## config.mk

```make
export PLATFORM = sky130hd
export DESIGN_NAME = execute_stage
export DESIGN_NICKNAME = d
export VERILOG_FILES = /design/src/rtl/execute_stage.sv
export SDC_FILE = /design/constraint.sdc
export NUM_CORES = 1
export LEC_CHECK = 0
export BUFFER_PORTS_ARGS = -buffer_cell sky130_fd_sc_hd__buf_2
export CORE_MARGIN = 5
export CORE_UTILIZATION = 40
export DETAILED_ROUTE_END_ITERATION = 6
export PLACE_DENSITY = 0.58
export SLEW_MARGIN = 15
export SYNTH_ARGS = -nofsm -noshare
export SYNTH_HDL_FRONTEND = slang
export SYNTH_SLANG_ARGS = --single-unit
```

## constraint.sdc

```tcl
create_clock -name clk -period 5.8 [get_ports clk]
set_input_delay 0.58 -clock clk [delete_from_list [all_inputs] [get_ports clk]]
set_output_delay 0.58 -clock clk [all_outputs]
set_load 0.01 [all_outputs]
```

## src/rtl/execute_stage.sv

```systemverilog
// Execute stage: ALU, destination select, branch target and a
// shift-add multiplier that stalls upstream until the product is ready.
module execute_stage #(
    parameter int WIDTH      = 32,
    parameter int MUL_CYCLES = 32
) (
    input  logic             clk,
    input  logic             rst_n,
    input  logic [1:0]       writeBackControlIn,
    input  logic [2:0]       memAccessControlIn,
    input  logic [3:0]       calculationControl,
    input  logic [WIDTH-1:0] programCounterIn,
    input  logic [WIDTH-1:0] readData1,
    input  logic [WIDTH-1:0] readData2,
    input  logic [WIDTH-1:0] immediateOperand,
    input  logic [4:0]       writeRegister0,
    input  logic [4:0]       writeRegister1,
    output logic             stall,
    output logic [1:0]       writeBackControlOut,
    output logic [2:0]       memAccessControlOut,
    output logic [WIDTH-1:0] aluResult,
    output logic [WIDTH-1:0] storeData,
    output logic [4:0]       destRegister,
    output logic [WIDTH-1:0] branchTarget,
    output logic             zero
);

    localparam int CW = $clog2(MUL_CYCLES + 1);
    localparam logic [CW-1:0] LAST = CW'(MUL_CYCLES - 1);

    typedef enum logic {IDLE, MUL} state_t;

    state_t state, stateNext;

    logic             aluSrc;
    logic             regDst;
    logic [1:0]       aluClass;
    logic [5:0]       funct;
    logic [4:0]       shamt;
    logic [WIDTH-1:0] opB;
    logic [WIDTH-1:0] aluOut;
    logic [WIDTH-1:0] target;
    logic [4:0]       dest;
    logic             isMult;
    logic             lastIter;

    logic [WIDTH-1:0] mcand;
    logic [WIDTH-1:0] mplier;
    logic [WIDTH-1:0] product;
    logic [WIDTH-1:0] productNext;
    logic [CW-1:0]    count;

    logic [1:0]       wbSave;
    logic [2:0]       memSave;
    logic [4:0]       destSave;
    logic [WIDTH-1:0] storeSave;
    logic [WIDTH-1:0] targetSave;

    assign aluSrc   = calculationControl[3];
    assign regDst   = calculationControl[2];
    assign aluClass = calculationControl[1:0];
    assign funct    = immediateOperand[5:0];
    assign shamt    = immediateOperand[10:6];
    assign opB      = aluSrc ? immediateOperand : readData2;
    assign dest     = regDst ? writeRegister1 : writeRegister0;
    assign target   = programCounterIn + (immediateOperand << 2);
    assign isMult   = (aluClass == 2'b10) && (funct == 6'h18);
    assign lastIter = (count == LAST);

    assign productNext = product + (mplier[0] ? mcand : '0);

    // ALU result for single-cycle operations
    always_comb begin
        aluOut = '0;
        unique case (aluClass)
            2'b00: aluOut = readData1 + opB;
            2'b01: aluOut = readData1 - opB;
            2'b11: aluOut = readData1 + opB;
            2'b10: begin
                unique case (funct)
                    6'h20:   aluOut = readData1 + opB;
                    6'h22:   aluOut = readData1 - opB;
                    6'h24:   aluOut = readData1 & opB;
                    6'h25:   aluOut = readData1 | opB;
                    6'h2A:   aluOut = {{(WIDTH-1){1'b0}},
                                      $signed(readData1) < $signed(opB)};
                    6'h00:   aluOut = readData2 << shamt;
                    default: aluOut = '0;
                endcase
            end
            default: aluOut = '0;
        endcase
    end

    // FSM state register
    always_ff @(posedge clk or negedge rst_n) begin
        if (!rst_n) state <= IDLE;
        else        state <= stateNext;
    end

    // Next state and stall; stall drops in the final multiply cycle
    always_comb begin
        stateNext = state;
        stall     = 1'b0;
        unique case (state)
            IDLE: begin
                if (isMult) begin
                    stateNext = MUL;
                    stall     = rst_n;
                end
            end
            MUL: begin
                stall = rst_n && !lastIter;
                if (lastIter) stateNext = IDLE;
            end
            default: stateNext = IDLE;
        endcase
    end

    // Multiplier datapath and registered pipeline outputs
    always_ff @(posedge clk or negedge rst_n) begin
        if (!rst_n) begin
            mcand               <= '0;
            mplier              <= '0;
            product             <= '0;
            count               <= '0;
            wbSave              <= '0;
            memSave             <= '0;
            destSave            <= '0;
            storeSave           <= '0;
            targetSave          <= '0;
            writeBackControlOut <= '0;
            memAccessControlOut <= '0;
            aluResult           <= '0;
            storeData           <= '0;
            destRegister        <= '0;
            branchTarget        <= '0;
            zero                <= 1'b0;
        end else if (state == IDLE) begin
            if (isMult) begin
                mcand               <= readData1;
                mplier              <= readData2;
                product             <= '0;
                count               <= '0;
                wbSave              <= writeBackControlIn;
                memSave             <= memAccessControlIn;
                destSave            <= dest;
                storeSave           <= readData2;
                targetSave          <= target;
                writeBackControlOut <= '0;
                memAccessControlOut <= '0;
            end else begin
                writeBackControlOut <= writeBackControlIn;
                memAccessControlOut <= memAccessControlIn;
                aluResult           <= aluOut;
                storeData           <= readData2;
                destRegister        <= dest;
                branchTarget        <= target;
                zero                <= (aluOut == '0);
            end
        end else begin
            product <= productNext;
            mcand   <= mcand << 1;
            mplier  <= mplier >> 1;
            count   <= count + CW'(1);
            if (lastIter) begin
                writeBackControlOut <= wbSave;
                memAccessControlOut <= memSave;
                aluResult           <= productNext;
                storeData           <= storeSave;
                destRegister        <= destSave;
                branchTarget        <= targetSave;
                zero                <= (productNext == '0);
            end
        end
    end

endmodule
```

==> results of run 1 <==
area by class of cell:
type / instances / share of cell area [%]
diodes: 1 / 0.009759
clock buffers: 46 / 3.733
clock inverters: 13 / 0.7417
inverters: 117 / 1.723
multi-input cells: 2145 / 55.70
flip-flops and latches: 284 / 27.73
well taps: 748 / 3.650
repair buffers: 310 / 6.714
placed cells by master (no fill, tap or decap), drive strengths merged, types with 16 or more instances in the layout:
cell type,Yosys,final
and2,51,51
clkbuf,129,46
xor2,30,30
o21ai,275,275
nor2,142,142
xnor2,38,38
a211oi,18,18
ha,160,160
o31ai,16,16
nand3,35,35
o21bai,20,20
or3,18,18
o21a,20,20
nor2b,19,19
a221oi,17,17
mux4,21,21
mux2,20,20
a21o,35,35
and3,22,22
nand2,520,520
a31oi,21,21
dfrtp,284,284
buf,31,310
o221ai,27,27
o211ai,22,22
mux2i,173,173
inv,115,116
nor3,29,29
a21oi,167,167
registers in the layout, indices dropped and copies added, names as in the netlist, 5 cells and up:
signal and flops:
targetSave 32, mplier 32, mcand 32, storeData 32, branchTarget 32, destSave 5
count 6, aluResult 32, product 32, destRegister 5, storeSave 32
kinds of logic (layout without fill, tap and decap cells):
kind of cell,after synthesis,count (layout),synth area share (%)
simple gates,923,923,18.35
compound gates,776,776,22.13
flops,284,284,31.71
buf+inv,277,486,4.813
mux,214,214,11.04
fa+ha+maj,164,164,9.290
xor+xnor,68,68,2.658
other cells,0,1,0
layer usage:
metal,up-vias,global-route usage (%)
met5,-,0
met4,2,9.189
met3,172,4.723
met2,792,44.52
met1,10565,39.12
li1,10059,-
metrics by stage:
stage | instance area [sq um] | total power, mW
6_report | 25640 | 6.837
5_1_grt | 25640 | 7.207
4_1_cts | 25640 | 6.874
3_5_place_dp | 24490 | 4.626
3_3_place_gp | 24490 | 4.603
2_1_floorplan | 22410 | 3.759
worst paths after layout:
| path | slack (ps) | start | endpoint | cells after the start |
|---|---|---|---|---|
| worst max-delay path | 750 | mplier[0] | zero | 16 |
| worst min-delay path | 60 | rst_n | mcand[6] | 1 |
| worst max register to register | 750 | mplier[0] | zero | 16 |
| worst min register to register | 460 | aluResult[7] | aluResult[7] | 2 |
| max in group asynchronous | 4290 | rst_n | count[3] | 2 |
| min in group clk | 240 | programCounterIn[1] | targetSave[1] | 3 |
power groups by stage:
| stage | clock [mW] | sequential, mW | combinational, mW |
|---|---|---|---|
| final | 2.21 | 2.38 | 2.24 |
| after global routing | 2.35 | 2.42 | 2.44 |
| after CTS | 2.27 | 2.39 | 2.22 |
| after detailed placement | 0 | 2.42 | 2.21 |
| after global placement | 0 | 2.41 | 2.19 |
| after floorplan | 0 | 2.44 | 1.31 |
worst max-delay path, stage by stage (launching register included):
cell,delay [ps]
dfrtp_1,670
buf_4,350
and2_1,180
ha_1,280
and3_1,220
and3_1,220
nor2_1,90
nand2_1,90
o31ai_2,530
a211oi_1,230
or4_1,530
a22o_1,260
nor4_1,320
buf_4,210
nand4bb_1,90
or4b_1,510
a31oi_1,170
==> results list, run 1 <==
- Outcome: complete, no violations
- Starting density of the core: 40.52%
* Post-layout net count: 3206
- Synth area leaders: dfrtp_1, ha_1, nand2_1, mux2i_1, o21ai_0
- Detailed placement finished with a half-perimeter wire length of a little under 70 mm.
* Port Buf Inserts: 256
* Number of vias per cell: 5.892
- The pre-antenna-repair detailed-routing pass consisted of 5 iterations.
* Signed area change from the synthesized netlist to the final layout: 14.42%
- STA classifies the critical path endpoint as a flip-flop.
- Met3 Routed Length: 5.990 mm
* Final worst setup slack: 749.2 ps
- Once detail routing completed, the nets flagged for antenna violations numbered 0.
- The worst pin sits at a relative slew slack of 17.94%.
* Highest ir drop seen on vdd: 0.2208 mV
- Once placement completed, the tool counted placed cells totaling 3604.
* Post-layout min period: ~5000 ps
- At the pin with the least slew margin, the transition time is around 1200 ps.
- The clock network burns 32.3% of the power.
* Vias in the first global route: between 20000 and 25000
- Initial DRC Count: approximately 1800
* Root Buffer: clkbuf_16
* Core box area: 0.05531 sq mm
- Async SR Flop Fraction: 100.0%
* Final clock period utilization by the worst path: 87.08%
- Sequential share of the synthesized area: between 30% and 40%
- Setup tns final: 0 ps
* Clock tree from TritonCTS: built
- For this run, design rule violations remaining after detail routing come to 0.
- Routed length per instance: approximately 24 microns
- After filler insertion, the fill cell instance count of the layout stands at 5564.
- Global routing consumed, over all layers together, roughly 28% of the routing resources.
- The synthesized design contains 0 enable-type register cells.
- Proportion of netlist area held by the largest area contributor: 31.71%
- Data required time at the worst endpoint: 6280 ps
* Maximum clock path buffer count: 3
- Setup repair after global routing missed its margin: no
- In this run, flip-flops and latches consume 34.9% of the power.
- Post-CTS Setup Inserts: 0
- Horiz. Die Dim: 246.7 microns
- Data on the critical path arrives at its endpoint at 5530 ps.
* Inserted Clock Buffers: 35
* Number of warnings issued by yosys: 0
- In this run the number of H-tree levels came out at 2.
- The tightest hold path in the finished design has a slack of 59.34 ps.
- Counting every instance in the synthesized netlist gives 2706.
- Switching share of total power: 36.17%
- NetSw: 2.473 mW
- Cell Int Power: ~4.4 mW
* Most repeated cell in the gate-level netlist after synthesis: nand2_1
- Count of endpoints failing hold in the final timing report: 0
- Final slew viol count: 0
- Number of antenna violations at the first check in global routing: 4
- Via count of the routed design: 21590
* Comb power frac: 32.8%
- Maximum number of pins on one net before global-route repair: 122
- Pin placement for this block handled 257 I/O pins.
- Of all nets on the critical path, the largest fanout is 20.
- Dividing total power by cell area gives a power density of 266.6 mW/mm^2.
- In this run the vertical extent of the chip is 246.7 microns.
- Clock sink count: 284
* Total Routed Length: 88.61 mm
- The congestion estimate from routability-driven global placement came to 1.022.
* First-pass GRT wire length: roughly 130 mm
- Met1 layer wirelength in the final routing: roughly 39 mm
- In the final layout, the share of cells above drive strength 1 is 14.85%.
- The floorplan has 86 rows.
* Die Area: a little over 0.06 sq mm
* Number of gates given a new drive strength after cts: 0
- The tool flagged a number of max-cap violations equal to 0.
* Highest metal used: met5
- Biggest area consumer among synthesized cells: dfrtp_1
* Total area of multi-input combinational cells: 0.01428 sq mm
- Min-delay worst type: primary input to async pin
* Sequential cell area: 0.007111 sq mm
- Clk pin slew, worst setup/hold paths: 60 ps
* Worst slack at placement: 545.2 ps
- Between clock sinks in the finished design, the worst skew comes to 13.89 ps.
- Cells fill 46.36% of the core in the end.
- Synthesis inferred 284 register bits.
- Clock latency of the later-clocked register in the worst-skew pair: about 550 ps
- Peak Freq: around 0.2 GHz
- Setup violations remaining at the end of the flow were counted as 0.
- The worst setup path is of the flip-flop to flip-flop kind.
- Counting instances in the post-synthesis netlist gives the leading cell types as nand2_1, dfrtp_1, o21ai_0.
* Number of non-filler instances in the completed layout: 3664
* WL met2: around 40 mm
- Number of unique standard cell types used by synthesis: 87
- Total global routing overflow: 0
- Dividing the synthesized area by the synthesized cell count gives just over 8 sq um.
- Synthesized area: 0.02241 sq mm
* Worst Setup Start Kind: flip-flop
- Count of hold-fix buffers inserted at cts: 0
* Post-synth net total: about 3000
- In the synthesized netlist the dominant register cell turns out to be dfrtp_1.
- Leakage: 12.48 nW
Power figures use the tool's default switching activity.
==> run 2: changes to the inputs <==
--- a/config.mk
+++ b/config.mk
@@ -5,6 +5,7 @@
 export SDC_FILE = /design/constraint.sdc
 export NUM_CORES = 1
 export LEC_CHECK = 0
+export ABC_AREA = 1
 export BUFFER_PORTS_ARGS = -buffer_cell sky130_fd_sc_hd__buf_2
 export CORE_MARGIN = 5
 export CORE_UTILIZATION = 40
==> run 2 against run 1 <==
  * Total power rose by 1.6%
  * Fmax rose by 13%
  * Critical path type is now primary input to flip-flop
  * Clock power barely moved
  * Highest routed layer unchanged
  * Wire length rose by 16%
==> results list, run 2 <==
- Power density over the cells: 256.3 mW/mm^2 (-3.9%)
- Number of warnings issued by yosys: 0 (unchanged)
- The area of placed instances came to 0.02596 sq mm (+6.0%).
- Post-layout min period: 4485 ps (-565.6 ps)
- The worst register-to-register path begins at mplier[0].
* Count of mapped cells out of synthesis: 3788 (+40%)
- The post-DP HPWL came to 82.00 mm (+18%).
- The number of search-and-repair iterations in the first detailed-routing pass came to 6 (+1).
- The final-report max-slew violation count is 0 (unchanged).
- Seq pwr share: 33.9% (-1.0 points)
- Met3 Routed Length: 7.639 mm (+28%)
- Number of unique standard cell types used by synthesis: 52 (-40%)
- Clock skew after layout: 32.03 ps (+18.15 ps)
- The share of the synthesized area in the top cell type is 29.45% (-2.3 points).
* Port Buf Inserts: 256 (unchanged)
- Switching share of total power: 38.63% (+2.5 points)
- CP startpoint: calculationControl[3]
* Async SR Flop Fraction: 100.0% (unchanged)
- Starting density of the core: 40.21% (-0.31 points)
- The final setup violation count is 0 (unchanged).
- NetSw: 2.684 mW (+8.5%)
* Worst Hold Slack: 105.7 ps (+46.37 ps)
- Via count of the routed design: 26059 (+21%)
- WL met2: 45.02 mm (+12%)
- The part of the Yosys area used for sequential elements is 29.45% (-2.3 points).
- The post-route cell area was 0.02711 sq mm (+5.7%).
* Leakage: 14.78 nW (+18%)
- Post-synth net total: 4101 (+36%)
- Total track usage: 29.83% (+1.8 points)
- Final clock period utilization by the worst path: 77.33% (-9.8 points)
- The mean number of vias per cell was 5.478 (-7.0%).
- The highest net fanout along the worst path is 44 (+120%).
- The residual DRC count was 0 (unchanged).
- The number of filler cells placed in the layout was 6505 (+17%).
- Total global routing overflow: 0 (unchanged)
* Signed area change from the synthesized netlist to the final layout: 12.34%
* Fraction of power consumed by the clock network: 32.0% (-0.3 points)
- The relative slew slack is 22.50% (+4.6 points).
- Synth Register Bits: 284 (unchanged)
- Die Area: 0.06535 sq mm (+7.4%)
- Most frequent standard cell in the layout excluding fill and tap cells: nand2_1
- Count of max-cap constraint violations: 0 (unchanged)
- The met1 wire length came to 46.12 mm (+18%).
- Mean Syn Cell Area: 6.371 sq um (-23%)
* Number of synthesized flops with an enable pin: 0 (unchanged)
- Initial DRC Count: 2822 (+54%)
- The area of the core is 0.06002 sq mm (+8.5%).
- The number of sinks driven by the clock tree came to 284 (unchanged).
- The measured slew at the worst slew-check pin was 1150 ps (-67.67 ps).
- The first-pass GRT wire length is 152.5 mm (+16%).
- The initial antenna violation count is 6 (+2).
- Final worst setup slack: 1315 ps (+565.6 ps)
- Data arrival time of the worst path: 4980 ps (-550 ps)
- Ranked by instance count, the synthesized netlist is headed by nand2_1, inv_1, nand3_1.
- Total Routed Length: 102.7 mm (+16%)
- Count of endpoints failing hold in the final timing report: 0 (unchanged)
- Clock latency of the later-clocked register in the worst-skew pair: 560 ps (about the same)
- Worst Setup Start Kind: primary input
- Ys flop type: dfrtp_1
- The number of primary I/O pins came to 257 (unchanged).
- Worst slack at placement: 995.8 ps (+450.6 ps)
- The worst setup path is of the primary input to flip-flop kind.
- Row Count: 90 (+4.7%)
- The final weighted congestion of routability-driven global placement was 1.028 (+0.55%).
- Comb power frac: 34.1% (+1.3 points)
* Clk pin slew, worst setup/hold paths: 80 ps (+20 ps)
- Inserted Clock Buffers: 35 (unchanged)
* Most repeated cell in the gate-level netlist after synthesis: nand2_1
- The mapped cell area was 0.02413 sq mm (+7.7%).
- Maximum clock path buffer count: 3 (unchanged)
* Highest metal used: met5
* Setup tns final: 0 ps (unchanged)
- Number of antenna-violating nets in the routed design: 0 (unchanged)
* Count of hold-fix buffers inserted at cts: 0 (unchanged)
- Number of gates given a new drive strength after cts: 0 (unchanged)
- Nature of the critical path endpoint: flip-flop
* Setup repair after global routing missed its margin: no
* H-tree Lvls: 2 (unchanged)
* Peak Freq: 0.2230 GHz (+13%)
* Leading cell types in the layout, fill and taps excluded: nand2_1, inv_1, nand3_1
- The share of layout cells above drive strength 1 was 9.796% (-5.1 points).
- Synth area leaders: dfrtp_1, nand2_1, ha_1, inv_1, nand3_1
- Horiz. Die Dim: 255.6 microns (+3.6%)
* Maximum number of pins on one net before global-route repair: 119 (-2.5%)
- The total power is 6.948 mW (+1.6%).
- Data required time at the worst endpoint: 6300 ps (+20 ps)
* Routed length per instance: 21.58 microns (-11%)
* Root Buffer: clkbuf_16
- Highest ir drop seen on vdd: 0.1708 mV (-23%)
* Post-layout net count: 4262 (+33%)
- The vertical die dimension came to 255.6 microns (+3.6%).
- The worst hold path belongs to the class primary input to async pin.
- The number of post-CTS setup repair buffers is 0 (unchanged).
* Outcome: complete, no violations
* Cell Int Power: 4.264 mW (-2.3%)
* Vias in the first global route: 24330 (+18%)
- TritonCTS built the clock tree.
- Of all cell types, the one taking the most synthesized area is dfrtp_1.
## run 2: cell count changes in the layout (fill, tap and decap cells not counted), moves of 25 or more
cell      delta
o211ai_1    +46
o21ai_0    -113
nand3_1    +284
nand2_1    +807
nor2_1     +167
buf_4       -25
and2_1      -43
inv_1      +350
mux2i_1    -173
a31oi_1     +59
## run 2: worst max-delay path: stages
cell and delay [ps]:
buf_2 340, buf_4 290, o21ai_0 900, ha_1 440, nand2_1 190, nor2_1 220
inv_1 80, nor3_1 340, nand2_1 140, nand2_1 120, nand2_1 100, nand2_1 70
nand2_1 40, nand3_1 80, nand2_1 60, a21oi_1 360, nand2_1 130, nor2_1 130
nand4_1 130, nand2_1 90, nand2_1 50, nand2_1 70
## run 2: cell families (layout without fill, tap and decap cells)
family / Yosys count / in the layout / share of synthesized area (%)
DFF: 284 / 284 / 29.45
muxes: 5 / 5 / 0.2333
buffers and inverters: 639 / 822 / 10.36
and+or+nand+nor: 2068 / 2068 / 35.17
other: 0 / 4 / 0
adders and majority gates: 164 / 164 / 8.627
AOI/OAI and AO/OA: 568 / 568 / 13.98
xor gates and xnor gates: 60 / 60 / 2.177
## run 2: power by group through the flow
| stage | sequential [mW] | clock (mW) | combinational [mW] |
|---|---|---|---|
| after detailed placement | 2.39 | 0 | 2.32 |
| after global routing | 2.38 | 2.33 | 2.60 |
| after global placement | 2.39 | 0 | 2.32 |
| after CTS | 2.36 | 2.26 | 2.33 |
| final | 2.36 | 2.22 | 2.37 |
| after floorplan | 2.41 | 0 | 1.40 |
## run 2: worst paths after layout
path	slack, ps	to	cells after the start
worst min register to register	470	branchTarget[25]	2
max in group asynchronous	4310	state	2
worst max-delay path	1310	zero	22
worst min-delay path	110	memSave[0]	1
worst max register to register	2180	zero	19
min in group clk	250	targetSave[0]	3
## run 2: per-stage QoR
step | utilization (%) | instances
global route | 45.17 | 4757
finish | 45.17 | 4757
floorplan | - | 3788
CTS | 45.16 | 4753
global placement | 43.26 | 4694
detailed placement | 43.26 | 4694
## run 2: final cells by class
| class | count | area [sq um] | share of cell area, % |
|---|---|---|---|
| Sequential cell | 284 | 7111 | 26.23 |
| Clock inverter | 10 | 150.1 | 0.5538 |
| Antenna cell | 4 | 10.01 | 0.03692 |
| Multi-Input combinational cell | 2865 | 14540 | 53.62 |
| Tap cell | 782 | 978.4 | 3.609 |
| Timing Repair Buffer | 285 | 1534 | 5.658 |
| Inverter | 478 | 1802 | 6.645 |
| Clock buffer | 49 | 988.4 | 3.646 |
## run 2: metal layers
layer / GRT usage [%] / up-vias
met5: 0 / -
met3: 4.301 / 171
met4: 9.565 / 2
li1: - / 12544
met2: 46.59 / 1032
met1: 42.80 / 12310
==> run 3: changes to the inputs <==
--- a/config.mk
+++ b/config.mk
@@ -5,12 +5,12 @@
 export SDC_FILE = /design/constraint.sdc
 export NUM_CORES = 1
 export LEC_CHECK = 0
-export ABC_AREA = 1
+export ABC_AREA = 0
 export BUFFER_PORTS_ARGS = -buffer_cell sky130_fd_sc_hd__buf_2
 export CORE_MARGIN = 5
 export CORE_UTILIZATION = 40
 export DETAILED_ROUTE_END_ITERATION = 6
-export PLACE_DENSITY = 0.58
+export PLACE_DENSITY = 0.6
 export SLEW_MARGIN = 15
 export SYNTH_ARGS = -nofsm -noshare
 export SYNTH_HDL_FRONTEND = slang
==> constraint.sdc (replaced) <==
create_clock -name clk -period 4.1 [get_ports clk]
set_input_delay 0.41 -clock clk [delete_from_list [all_inputs] [get_ports clk]]
set_output_delay 0.41 -clock clk [all_outputs]
set_load 0.01 [all_outputs]
==> run 3 against run 2 <==
  * The run now ends with negative setup slack left
  * Critical endpoint unchanged
  * Final area rose by 10%
  * Largest power group unchanged
  * Via count fell by 9.4%
  * Combinational power rose by 70%
  * Critical path type unchanged
  * Clock power rose by 55%
  * Sequential cell count did not move
  * Setup slack got worse by 1400 ps
  * Wire length fell by 7.8%
  * Utilization rose by 8.9 points
==> results list, run 3 (same netlist as run 1, synthesis figures left out) <==
- Outcome: complete, but fails checks
* Violations in the final reports: negative setup slack
- The number of primary I/O pins is 257 (unchanged).
- Normalized max-slew margin: 27.99% (+5.5 points)
- Routed length per instance: 22.74 microns (+5.4%)
- Top Family by Delay on Critical Path: compound AO/OA/AOI/OAI gates
* Horiz. Die Dim: 246.7 microns (-3.5%)
- The worst reg-to-reg path cell count came to 17 (-2).
- The layout net count came to 3695 (-13%).
- Peak Freq: 0.2367 GHz
- Core box area: 0.05531 sq mm (-7.9%)
* Count of cell instances traversed by the critical path: 18 (-18%)
- Measured slew at the worst slew-check pin: 1080 ps (-70.30 ps)
- The multi-input combinational cell area is 0.01464 sq mm (+0.71%).
- Post-layout min period: 4224 ps
- The total number of placement rows was 86 (-4.4%).
* Gpl congestion: 0.9833 (-4.3%)
- Remaining routing DRC violations: 0 (unchanged)
* Fraction of layout cells with a size suffix above 1: 28.81% (+19 points)
- The maximum number of pins on one net before global-route repair is 102 (-14%).
* Capturing instance or port of the critical path: zero
- Signed area change from the synthesized netlist to the final layout: 33.52%
* Clock sink count: 284 (unchanged)
* Final clock period utilization by the worst path: 103.0%
- Maximum clock path buffer count: 3 (unchanged)
* Delay of the slowest cell on the worst path: 560 ps (-340 ps)
- Comb power frac: 37.2% (+3.1 points)
- Critical-path cell list: buf_2 -> buf_12 -> buf_4 -> mux2i_1 -> ha_1 -> or4_1 -> a21oi_1 -> a21boi_2 -> buf_4 -> a21oi_1 -> o31a_1 -> a221o_1 -> a21oi_1 -> nand4_1 -> nor4_1 -> buf_4 -> nand4b_1 -> a31oi_1
- The number of global-route vias before repair is 23204 (-4.6%).
- Clock skew after layout: 18.90 ps (-13.14 ps)
- The final count of hold timing violations was 0 (unchanged).
* Power density over the cells: 362.6 mW/mm^2 (+42%)
- The leakage component of the power came to 14.99 nW (+1.5%).
- The total global-route track usage is 30.00% (+0.17 points).
- The summed negative setup slack over all endpoints came to -124.1 ps (-124.1 ps).
- Cell Int Power: 7.032 mW (+65%)
- Number of vias per cell: 5.667 (+3.4%)
* CP startpoint: calculationControl[3]
* NetSw: 3.818 mW (+42%)
- Clk pin slew, worst setup/hold paths: 60 ps (-20 ps)
* Number of antenna-violating nets in the routed design: 0 (unchanged)
- Min-delay worst type: primary input to flip-flop
* Total global routing overflow: 0 (unchanged)
- First-pass GRT wire length: 141.7 mm (-7.1%)
* Inserted Clock Buffers: 36 (+2.9%)
* Starting density of the core: 40.52% (+0.31 points)
* Clock tree from TritonCTS: built
- Slowest cell on crit path: or4_1
- The total die area was 0.06086 sq mm (-6.9%).
- The initial antenna violation count was 7 (+1).
- The number of search-and-repair iterations in the first detailed-routing pass is 5 (-1).
- Switching share of total power: 35.19% (-3.4 points)
- The H-tree depth reported by CTS came to 2 (unchanged).
* Most frequent standard cell in the layout excluding fill and tap cells: buf_4
* Final worst setup slack: -124.1 ps (-1439 ps)
- Die boundary height: 246.7 microns (-3.5%)
- Filler cell count in the final layout: 5274 (-19%)
* Root Buffer: clkbuf_16
* Buf+Inv Stages, Crit Path: 5 (+2)
- Worst Setup Start Kind: primary input
- Via count of the routed design: 23597 (-9.4%)
- Critical Path Fanout Max: 12 (-73%)
- Count of max-cap constraint violations: 0 (unchanged)
- The worst setup path is captured at a flip-flop.
* Sequential cell area: 0.007112 sq mm (about the same)
* DPL Wire Length: 75.37 mm (-8.1%)
* Critical register-to-register path endpoint: zero
- Final slew viol count: 0 (unchanged)
* Worst reg2reg setup slack: -110 ps (-2290 ps)
- In this run the critical register-to-register path is launched from mplier[0].
- Initial DRC Count: 2328 (-18%)
- Leading cell types in the layout, fill and taps excluded: buf_4, nand2_1, dfrtp_1
* Data required time at the worst endpoint: 4590 ps (-1710 ps)
- Total Routed Length: 94.69 mm (-7.8%)
- Highest ir drop seen on vdd: 0.3207 mV (+88%)
- The critical path is of the primary input to flip-flop type.
* Data arrival time of the worst path: 4710 ps (-270 ps)
* Setup repair after global routing missed its margin: yes
* Clock latency of the later-clocked register in the worst-skew pair: 560 ps (about the same)
* Port Buf Inserts: 256 (unchanged)
- The worst hold slack is 65.38 ps (-40.33 ps).
* Seq pwr share: 31.2% (-2.7 points)
* Fraction of power consumed by the clock network: 31.7% (-0.3 points)
* Final count of negative-setup-slack endpoints: 1 (+1)
## run 3: layer usage
metal | vias to the layer above | GRT usage [%] | wire length [microns]
met5 | - | 0 | 0
met4 | 0 | 9.813 | 3431
met3 | 177 | 3.470 | 5741
met2 | 883 | 48.18 | 43360
met1 | 11496 | 42.40 | 42160
li1 | 11041 | - | -
## run 3: stage by stage
step	std cells	cell area, sq um	power (mW)	util, %	setup WS [ps]
after floorplan	2706	22440	5.322	-	33.45
after global placement	4083	28190	7.256	50.97	-752.3
after detailed placement	4083	28190	7.308	50.97	-771.7
after CTS	4152	29560	10.81	53.45	-146.4
after global routing	4163	29920	11.41	54.10	-327.8
final	4164	29920	10.85	54.10	-124.1
## run 3: tightest hold or removal path, cell delays in order
cell,delay (ps)
buf_2,90
nand2_1,40
nand2_1,40
## run 3: layout make-up
type	count	area share (%)
Antenna cell	7	0.05854
Tap cell	748	3.128
Clock inverter	18	0.8697
Multi-Input combinational cell	2145	48.93
Timing Repair Buffer	798	18.42
Sequential cell	284	23.77
Clock buffer	47	3.349
Inverter	117	1.476
## run 3: worst min-delay path by stage
| stage | to | start | cells after the start |
|---|---|---|---|
| floorplan | aluResult[0] | rst_n | 0 |
| global placement | mcand[6] | rst_n | 1 |
| detailed placement | mcand[6] | rst_n | 1 |
| CTS | wbSave[1] | writeBackControlIn[1] | 3 |
| global route | wbSave[1] | writeBackControlIn[1] | 3 |
| finish | wbSave[1] | writeBackControlIn[1] | 3 |
## run 3: timing repair
item                       in CTS  in global routing
pin swaps                      15                 18
gates cloned                    0                  1
buffers inserted                3                  4
hold endpoints to repair       67                  0
hold buffers                    1                  0
setup endpoints to repair       1                 12
resized for setup              15                 60
## run 3: power by group through the flow
stage	Sequential (mW)	Clock (mW)	Combinational [mW]
after floorplan	3.46	0	1.86
after global placement	3.41	0	3.85
after detailed placement	3.42	0	3.89
after CTS	3.38	3.51	3.92
after global routing	3.42	3.62	4.36
final	3.38	3.44	4.03
